[config.mk]
export PLATFORM = sky130hd
export DESIGN_NAME = uart_rx_byte_flat
export DESIGN_NICKNAME = d
export VERILOG_FILES = /design/src/rtl/uart_rx_byte_if.sv /design/src/rtl/uart_rx_byte.sv /design/src/flat_wrapper.sv
export SDC_FILE = /design/constraint.sdc
export NUM_CORES = 1
export LEC_CHECK = 0
export CAP_MARGIN = 20
export CORE_ASPECT_RATIO = 1.25
export CORE_MARGIN = 2
export CORE_UTILIZATION = 50
export CTS_BUF_LIST = sky130_fd_sc_hd__clkbuf_8
export DETAILED_ROUTE_END_ITERATION = 8
export PLACE_DENSITY = 0.7
export SLEW_MARGIN = 20
export SYNTH_ARGS = -nofsm -noshare
export SYNTH_HDL_FRONTEND = slang
export SYNTH_SLANG_ARGS = --single-unit
[constraint.sdc]
create_clock -name clk -period 1.9 [get_ports clk]
set_input_delay 0.285 -clock clk [delete_from_list [all_inputs] [get_ports clk]]
set_output_delay 0.285 -clock clk [all_outputs]
set_load 0.005 [all_outputs]
[src/rtl/uart_rx_byte_if.sv]
// Receive-side bundle for uart_rx_byte: raw serial line in, decoded byte and strobes out.
// The master modport is the receiver that drives the decoded outputs; slave is the line/consumer side.
interface uart_rx_byte_if;
  logic       rx_serial;
  logic [7:0] rx_byte;
  logic       rx_dv;
  logic       frame_err;
  logic       busy;

  modport master (
    input  rx_serial,
    output rx_byte,
    output rx_dv,
    output frame_err,
    output busy
  );

  modport slave (
    output rx_serial,
    input  rx_byte,
    input  rx_dv,
    input  frame_err,
    input  busy
  );
endinterface

[src/rtl/uart_rx_byte.sv]
// 8N1 UART receiver for the ATM console path; optional macro UART_RX_DIGIT_FILTER_EN
// restricts accepted bytes to '0'-'9' and 'q'.
module uart_rx_byte #(
  parameter int CLKS_PER_BIT = 868
) (
  input  logic          clk,
  input  logic          rst,
  uart_rx_byte_if.master rx_bus
);

  localparam int CW = $clog2(CLKS_PER_BIT);

  localparam logic [CW-1:0] LP_HALF_LAST = CW'(CLKS_PER_BIT / 2 - 1);
  localparam logic [CW-1:0] LP_BIT_LAST  = CW'(CLKS_PER_BIT - 1);

  localparam logic [2:0] ST_IDLE    = 3'd0;
  localparam logic [2:0] ST_START   = 3'd1;
  localparam logic [2:0] ST_DATA    = 3'd2;
  localparam logic [2:0] ST_STOP    = 3'd3;
  localparam logic [2:0] ST_BREAK   = 3'd4;
  localparam logic [2:0] ST_CLEANUP = 3'd5;

  logic          r_sync1;
  logic          r_sync2;
  logic [2:0]    r_state;
  logic [CW-1:0] r_cnt;
  logic [2:0]    r_bit_idx;
  logic [7:0]    r_shift;
  logic [7:0]    r_byte;
  logic          r_dv;
  logic          r_frame_err;

  logic          w_rx;
  logic          w_half_done;
  logic          w_bit_done;
  logic          w_accept;

  // Synchronizer idles high so a reset never looks like a start bit by itself.
  always_ff @(posedge clk or negedge rst) begin
    if (!rst) begin
      r_sync1 <= 1'b1;
      r_sync2 <= 1'b1;
    end else begin
      r_sync1 <= rx_bus.rx_serial;
      r_sync2 <= r_sync1;
    end
  end

  assign w_rx        = r_sync2;
  assign w_half_done = (r_cnt == LP_HALF_LAST);
  assign w_bit_done  = (r_cnt == LP_BIT_LAST);

`ifdef UART_RX_DIGIT_FILTER_EN
  assign w_accept = ((r_shift >= 8'h30) && (r_shift <= 8'h39)) || (r_shift == 8'h71);
`else
  assign w_accept = 1'b1;
`endif

  always_ff @(posedge clk or negedge rst) begin
    if (!rst) begin
      r_state     <= ST_IDLE;
      r_cnt       <= '0;
      r_bit_idx   <= 3'd0;
      r_shift     <= 8'h00;
      r_byte      <= 8'h00;
      r_dv        <= 1'b0;
      r_frame_err <= 1'b0;
    end else begin
      r_dv        <= 1'b0;
      r_frame_err <= 1'b0;
      case (r_state)
        ST_IDLE: begin
          r_cnt <= '0;
          if (!w_rx) begin
            r_state <= ST_START;
          end
        end

        ST_START: begin
          if (w_half_done) begin
            r_cnt <= '0;
            if (!w_rx) begin
              r_bit_idx <= 3'd0;
              r_state   <= ST_DATA;
            end else begin
              r_state <= ST_IDLE;
            end
          end else begin
            r_cnt <= r_cnt + CW'(1);
          end
        end

        ST_DATA: begin
          if (w_bit_done) begin
            r_cnt              <= '0;
            r_shift[r_bit_idx] <= w_rx;
            if (r_bit_idx == 3'd7) begin
              r_state <= ST_STOP;
            end else begin
              r_bit_idx <= r_bit_idx + 3'd1;
            end
          end else begin
            r_cnt <= r_cnt + CW'(1);
          end
        end

        // Rejected bytes still take the CLEANUP path so frame timing is identical.
        ST_STOP: begin
          if (w_bit_done) begin
            r_cnt <= '0;
            if (w_rx) begin
              if (w_accept) begin
                r_byte <= r_shift;
                r_dv   <= 1'b1;
              end
              r_state <= ST_CLEANUP;
            end else begin
              r_frame_err <= 1'b1;
              r_state     <= ST_BREAK;
            end
          end else begin
            r_cnt <= r_cnt + CW'(1);
          end
        end

        ST_BREAK: begin
          r_cnt <= '0;
          if (w_rx) begin
            r_state <= ST_IDLE;
          end
        end

        ST_CLEANUP: begin
          r_cnt   <= '0;
          r_state <= ST_IDLE;
        end

        default: begin
          r_cnt   <= '0;
          r_state <= ST_IDLE;
        end
      endcase
    end
  end

  assign rx_bus.rx_byte   = r_byte;
  assign rx_bus.rx_dv     = r_dv;
  assign rx_bus.frame_err = r_frame_err;
  assign rx_bus.busy      = (r_state != ST_IDLE);

endmodule

[src/flat_wrapper.sv]
// flat-port wrapper written by rule: the top's interface ports become plain ports
module uart_rx_byte_flat 
#(
  parameter int CLKS_PER_BIT = 868
)
  (clk, rst, rx_bus_rx_serial, rx_bus_rx_byte, rx_bus_rx_dv, rx_bus_frame_err, rx_bus_busy);
  uart_rx_byte_if rx_bus_i ();
  input  logic clk;
  input  logic rst;
  input wire logic [$bits(rx_bus_i.rx_serial)-1:0] rx_bus_rx_serial;
  output wire logic [$bits(rx_bus_i.rx_byte)-1:0] rx_bus_rx_byte;
  output wire logic [$bits(rx_bus_i.rx_dv)-1:0] rx_bus_rx_dv;
  output wire logic [$bits(rx_bus_i.frame_err)-1:0] rx_bus_frame_err;
  output wire logic [$bits(rx_bus_i.busy)-1:0] rx_bus_busy;
  assign rx_bus_i.rx_serial = rx_bus_rx_serial;
  assign rx_bus_rx_byte = rx_bus_i.rx_byte;
  assign rx_bus_rx_dv = rx_bus_i.rx_dv;
  assign rx_bus_frame_err = rx_bus_i.frame_err;
  assign rx_bus_busy = rx_bus_i.busy;
  uart_rx_byte #(.CLKS_PER_BIT(CLKS_PER_BIT)) u_core (.clk(clk), .rst(rst), .rx_bus(rx_bus_i));
endmodule
* Yosys cells after proc, flatten, opt, wreduce, memory -nomap -nowiden
Index checks and enable logic that the tools add are counted. W data, S select, Z words.
Storage, ports and cells: register bits 36, input bits 3, logic and storage cells 63
Operators by class: add/sub/neg operators 2, magnitude comparators 2, equal/unequal tests 15, mux-type cells 26, reduce and logical (&&, ||, !) cells 9
Operators with widths (number):
- $mux W3 | 10
- $mux W10 | 2
- $pmux W10 S2 | 1
- $pmux W3 S5 | 1
- $add A10 B1 Y10 const B | 1
- $eq A10 B10 Y1 const B | 1
- $eq A10 B9 Y1 const B | 1
- $ne A2 B1 Y1 const B | 5
- $bwmux W8 | 1
- $mux W1 | 8
- $eq A3 B2 Y1 const B | 2
- $eq A3 B3 Y1 const B | 2
- $ne A2 B2 Y1 const B | 3
- $pmux W3 S2 | 1
- $reduce_and A6 Y1 | 1
- $reduce_and A5 Y1 | 1
- $lt A3 B4 Y1 const B | 1
- $add A3 B1 Y3 const B | 1
- $demux W1 S3 | 1
- $eq A3 B1 Y1 const B | 1
- $ge A3 B1 Y1 const B | 1
- $logic_not A3 Y1 | 1
- $reduce_and A3 Y1 | 1
- $reduce_bool A3 Y1 | 1
- 5 further kinds | 5

* Longest topological paths before layout
depth after elaboration 5, gate-level depth with buffers 7

* Worst setup path before layout
Ideal clock, no wire load.
kind register to register, from register u_core.r_cnt[0], to register u_core.r_byte[0] (netlist: u_core.rx_bus.rx_byte[0]), setup time 0.125 ns, arrival 1.574 ns, data required time 1.775 ns, path slack 0.201 ns, cell stages (with the launch flop) 6, buffers on the path 0, cells stage by stage dfrtp_1 -> ha_1 -> and4bb_2 -> nand3_4 -> nor2_8 -> mux2_4
Between the ends: word-level cells in the longest chain between the ends 2
RTL lines:
- start: declaration | line uart_rx_byte.sv:26 | logic [CW-1:0] r_cnt;
- start signal: assignment | line uart_rx_byte.sv:89 | r_cnt <= r_cnt + CW'(1);
- start signal: assignment | line uart_rx_byte.sv:103 | r_cnt <= r_cnt + CW'(1);
- start signal: assignment | line uart_rx_byte.sv:122 | r_cnt <= r_cnt + CW'(1);
- $eq A10 B10 Y1 | line uart_rx_byte.sv:51 | assign w_bit_done = (r_cnt == LP_BIT_LAST);
- $reduce_and A3 Y1 (no source line)
- end signal: assignment | line uart_rx_byte.sv:113 | r_byte <= r_shift;
- end: declaration | line uart_rx_byte.sv:29 | logic [7:0] r_byte;
No other way between the ends. A chain may end at the register's enable or synchronous reset.

* Worst setup path in the final report
from register u_core.r_state[1], to output port rx_bus_busy
Between the ends: word-level cells in the longest chain between the ends 1
RTL lines:
- start: declaration | line uart_rx_byte.sv:25 | logic [2:0] r_state;
- start signal: assignment | line uart_rx_byte.sv:61 | r_state <= ST_IDLE;
- start signal: assignment | line uart_rx_byte.sv:75 | r_state <= ST_START;
- start signal: assignment | line uart_rx_byte.sv:84 | r_state <= ST_DATA;
- $reduce_bool A3 Y1 | line uart_rx_byte.sv:149 | assign rx_bus.busy = (r_state != ST_IDLE);
- end: declaration | line flat_wrapper.sv:14 | output wire logic [$bits(rx_bus_i.busy)-1:0] rx_bus_busy;
No other way between the ends.

==> results.md <==
- Post-CTS setup buffers: 0
- Final GP Congestion: a little under 0.9
- Critical path class: reg -> out
- Worst slew pin tran: 0.443 ns
- CTS root buffer: clkbuf_8
- Drt pass-1 iters: 4
- Share of total power in the clock network: 0.453
- Post-synthesis mux area share: 0.113
- Main combinational cell family by area after synthesis: simple AND/OR/NAND/NOR gates
- Worst Reg-to-Reg Cells: 5
- Chip width: a little under 60 um
- # resized after CTS: 0
- Net Sw Frac: 0.201
- Rows: 24
- Final net count: approximately 180
- Clock-pin slew on the worst setup and hold paths: about 0.070 ns
- Post-synth top area share: 0.463
- Startpoint types: register
- Post-Syn Area: about 0.0018 sq mm
- Critical Path RT: ~1.6 ns
- Reg power frac: 0.530
- Power Total: 1.46 mW
- Multi-input logic area: 858 sq um
- Final period utilization: 0.951
- Vias/cell: ~5.7
- Sw Pwr: 293 uW
- Post-synth top area cell: dfrtp_1
- Synth Instances: around 150
- Synth Area in XOR/XNOR: 0.0381
- Pin count of the biggest net entering global routing: 37
- Longest Clk Path Bufs: 2
- Peak Freq: between 500 and 600 MHz
- # fillers: between 300 and 400
- Number of global-route vias before repair: about 1,200
- ANT nets after route: 0
- Initial antenna violation count: 0
- Setup TNS: 0 ns
- Post-synthesis simple-gate area fraction: 0.214
- Hold WC Path Type: reg -> reg
- Endpoints failing hold: 0
- Worst hold path cell count: 0
- Final cell count without fillers: between 200 and 250
- Slew Viols, Final: 0
- Max Fanout on Critical Path: 6
- # Max-Cap Violations: 0
- Sequential fraction of the synthesis area: 0.492
- Post-synth ARST share: 1.00
- Storage cell area: ~900 sq um
- WP data arrival: ~1.5 ns
- Clock Latency Late Sink: approximately 0.29 ns
- # DRC: 0
- Crit path capture type: output pin
- Wirelength, routed: around 3200 um
- Internal power: 1.16 mW
- Num CTS Buffers: 5
- Compound-Gate Fraction of Synth Area: 0.0749
- Comb pwr share: 0.016
- Io pins: 14
- CTS Hold Bufs: 0
- Routed WL per cell: about 15 um
- GRT Residual Overflow: 0
- Die Y: just over 70 um
- Number of I/O port buffers: 13
- Placed wire-length estimate: around 2400 um
- Syn Nets: between 150 and 200
- Antenna cells: 0
- Pleak: 0.981 nW
- Seq cells post-synth: 36
- Aggregate global-route resource usage: 0.180
- Status: finished clean
- Starting Density: 0.523
- Initial drt markers: 43
- First-pass GRT wire length: approximately 5600 um
- Layout cell share with drive strength beyond 1: 0.295
- Die area: about 0.0042 sq mm
- Avg Cell Area, Syn: approximately 12 sq um
- H-tree levels: 2
- Final Skew: 0.0108 ns
- Relative slew margins: 0.704
- Std-Cell Core Area: around 0.0035 sq mm
- Post-synth top flop: dfrtp_1
- Peak VDD IR: ~0.71 mV
- Tmin final: between 1.5 and 2 ns
- Final Setup Violations: 0
- Cells after DPL: 204
- YS warnings: 0
- Clock tree from TritonCTS: built
- RSZ-0062 raised after global routing: false
- Main area contributors after synthesis: dfrtp_1 46%, mux2_4 6.5%, nor2_1 3.7%
- Adder-cell share of the synthesized area: 0.0272
- Cell variety after synth: 51
- Vias: around 1,200
- CTS Sinks: 36
- Synth-to-layout area growth: 16.8%
- EDFF count, synth: 0
- Power Density: just under 700 mW/mm^2
## path summary, 6_finish.rpt
kind                              startpoint                       end  slack [ns]
min in group asynchronous                rst  u_core.rx_bus.rx_byte[5]        0.40
max                        u_core.r_state[1]               rx_bus_busy        0.09
min                           u_core.r_sync1            u_core.r_sync2        0.36
min reg2reg                   u_core.r_sync1            u_core.r_sync2        0.36
max in group asynchronous                rst            u_core.r_sync2        1.15
max reg2reg                  u_core.r_cnt[0]  u_core.rx_bus.rx_byte[0]        0.11
## logic make-up after synthesis
family                     after synthesis
xor gates and xnor gates                 8
and+or+nand+nor                         59
buffers and inverters                   12
AOI/OAI and AO/OA                       16
adders and majority gates                4
DFF                                     36
muxes                                   16
## Yosys cell counts, types with 2 or more instances
master	n
dfstp_2	2
a211oi_2	2
and4bb_2	2
o21ai_0	3
xnor2_1	2
and2_1	2
nand3_1	7
mux2_4	8
nand4_2	2
nand2_1	7
ha_1	4
mux2i_1	2
inv_1	5
buf_2	2
xor2_1	6
o31ai_1	4
nor2_1	18
nor3_1	2
mux2_2	5
buf_6	2
dfrtp_1	34
## final cells by class
| type | count | area share |
|---|---|---|
| clock buffer | 5 | 0.0321 |
| clock inverter | 3 | 0.0198 |
| inverter | 5 | 0.00875 |
| multi-input combinational | 103 | 0.400 |
| sequential | 36 | 0.422 |
| tap | 39 | 0.0228 |
| timing repair buffer | 21 | 0.0945 |
## stage by stage
step | setup WS, ns | instance area, sq um | utilization | hold slack [ns]
after floorplan | 0.201 | 1840 | - | -0.0106
after global placement | 0.141 | 2030 | 0.578 | 0.347
after detailed placement | 0.0935 | 2030 | 0.578 | 0.348
after CTS | 0.00735 | 2140 | 0.610 | 0.358
after global routing | 0.0118 | 2140 | 0.610 | 0.365
final | 0.0925 | 2140 | 0.610 | 0.357
## power by group through the flow
stage	registers, mW	logic [mW]	clock network (mW)
detailed placement	0.788	0.0251	0
global route	0.773	0.0281	0.711
CTS	0.773	0.0250	0.680
global placement	0.787	0.0242	0
floorplan	0.785	0.00532	0
finish	0.773	0.0238	0.660
## cells in the final DEF, fill, tap and decap left out, types with 2 or more instances in the layout
cell             instances
xor2_1                   6
o31ai_1                  4
buf_4                    7
nand2_1                  7
a211oi_2                 2
clkdlybuf4s50_1         13
and2_1                   2
mux2i_1                  2
o21ai_0                  3
nor3_1                   2
xnor2_1                  2
ha_1                     4
dfrtp_1                 33
nand4_2                  2
dfstp_2                  2
nor2_1                  18
inv_1                    4
nand3_1                  7
and4bb_2                 2
mux2_2                   5
mux2_4                   8
clkbuf_8                 5
## worst max-delay path, stage by stage (launching register included)
cell and delay (ns):
dfrtp_1 0.41, buf_4 0.16, nor2_1 0.12, nand2_1 0.08, clkdlybuf4s50_1 0.46
## sequential cells by signal, summed over array words and instances, names as in the netlist
signal                   flops
u_core.r_cnt                10
u_core.r_shift               8
u_core.rx_bus.rx_byte        8
u_core.r_bit_idx             3
u_core.r_state               3
u_core.r_sync1               1
u_core.r_sync2               1
u_core.rx_bus.frame_err      1
u_core.rx_bus.rx_dv          1
## per-layer routing
metal  up-vias  share of wire  global-route usage
li1        577              -                   -
met2        23           0.53               0.311
met4         0          0.019              0.0775
met3         7          0.034              0.0487
met5         -              0                   0
met1       596           0.42               0.207
Power figures use the tool's default switching activity.
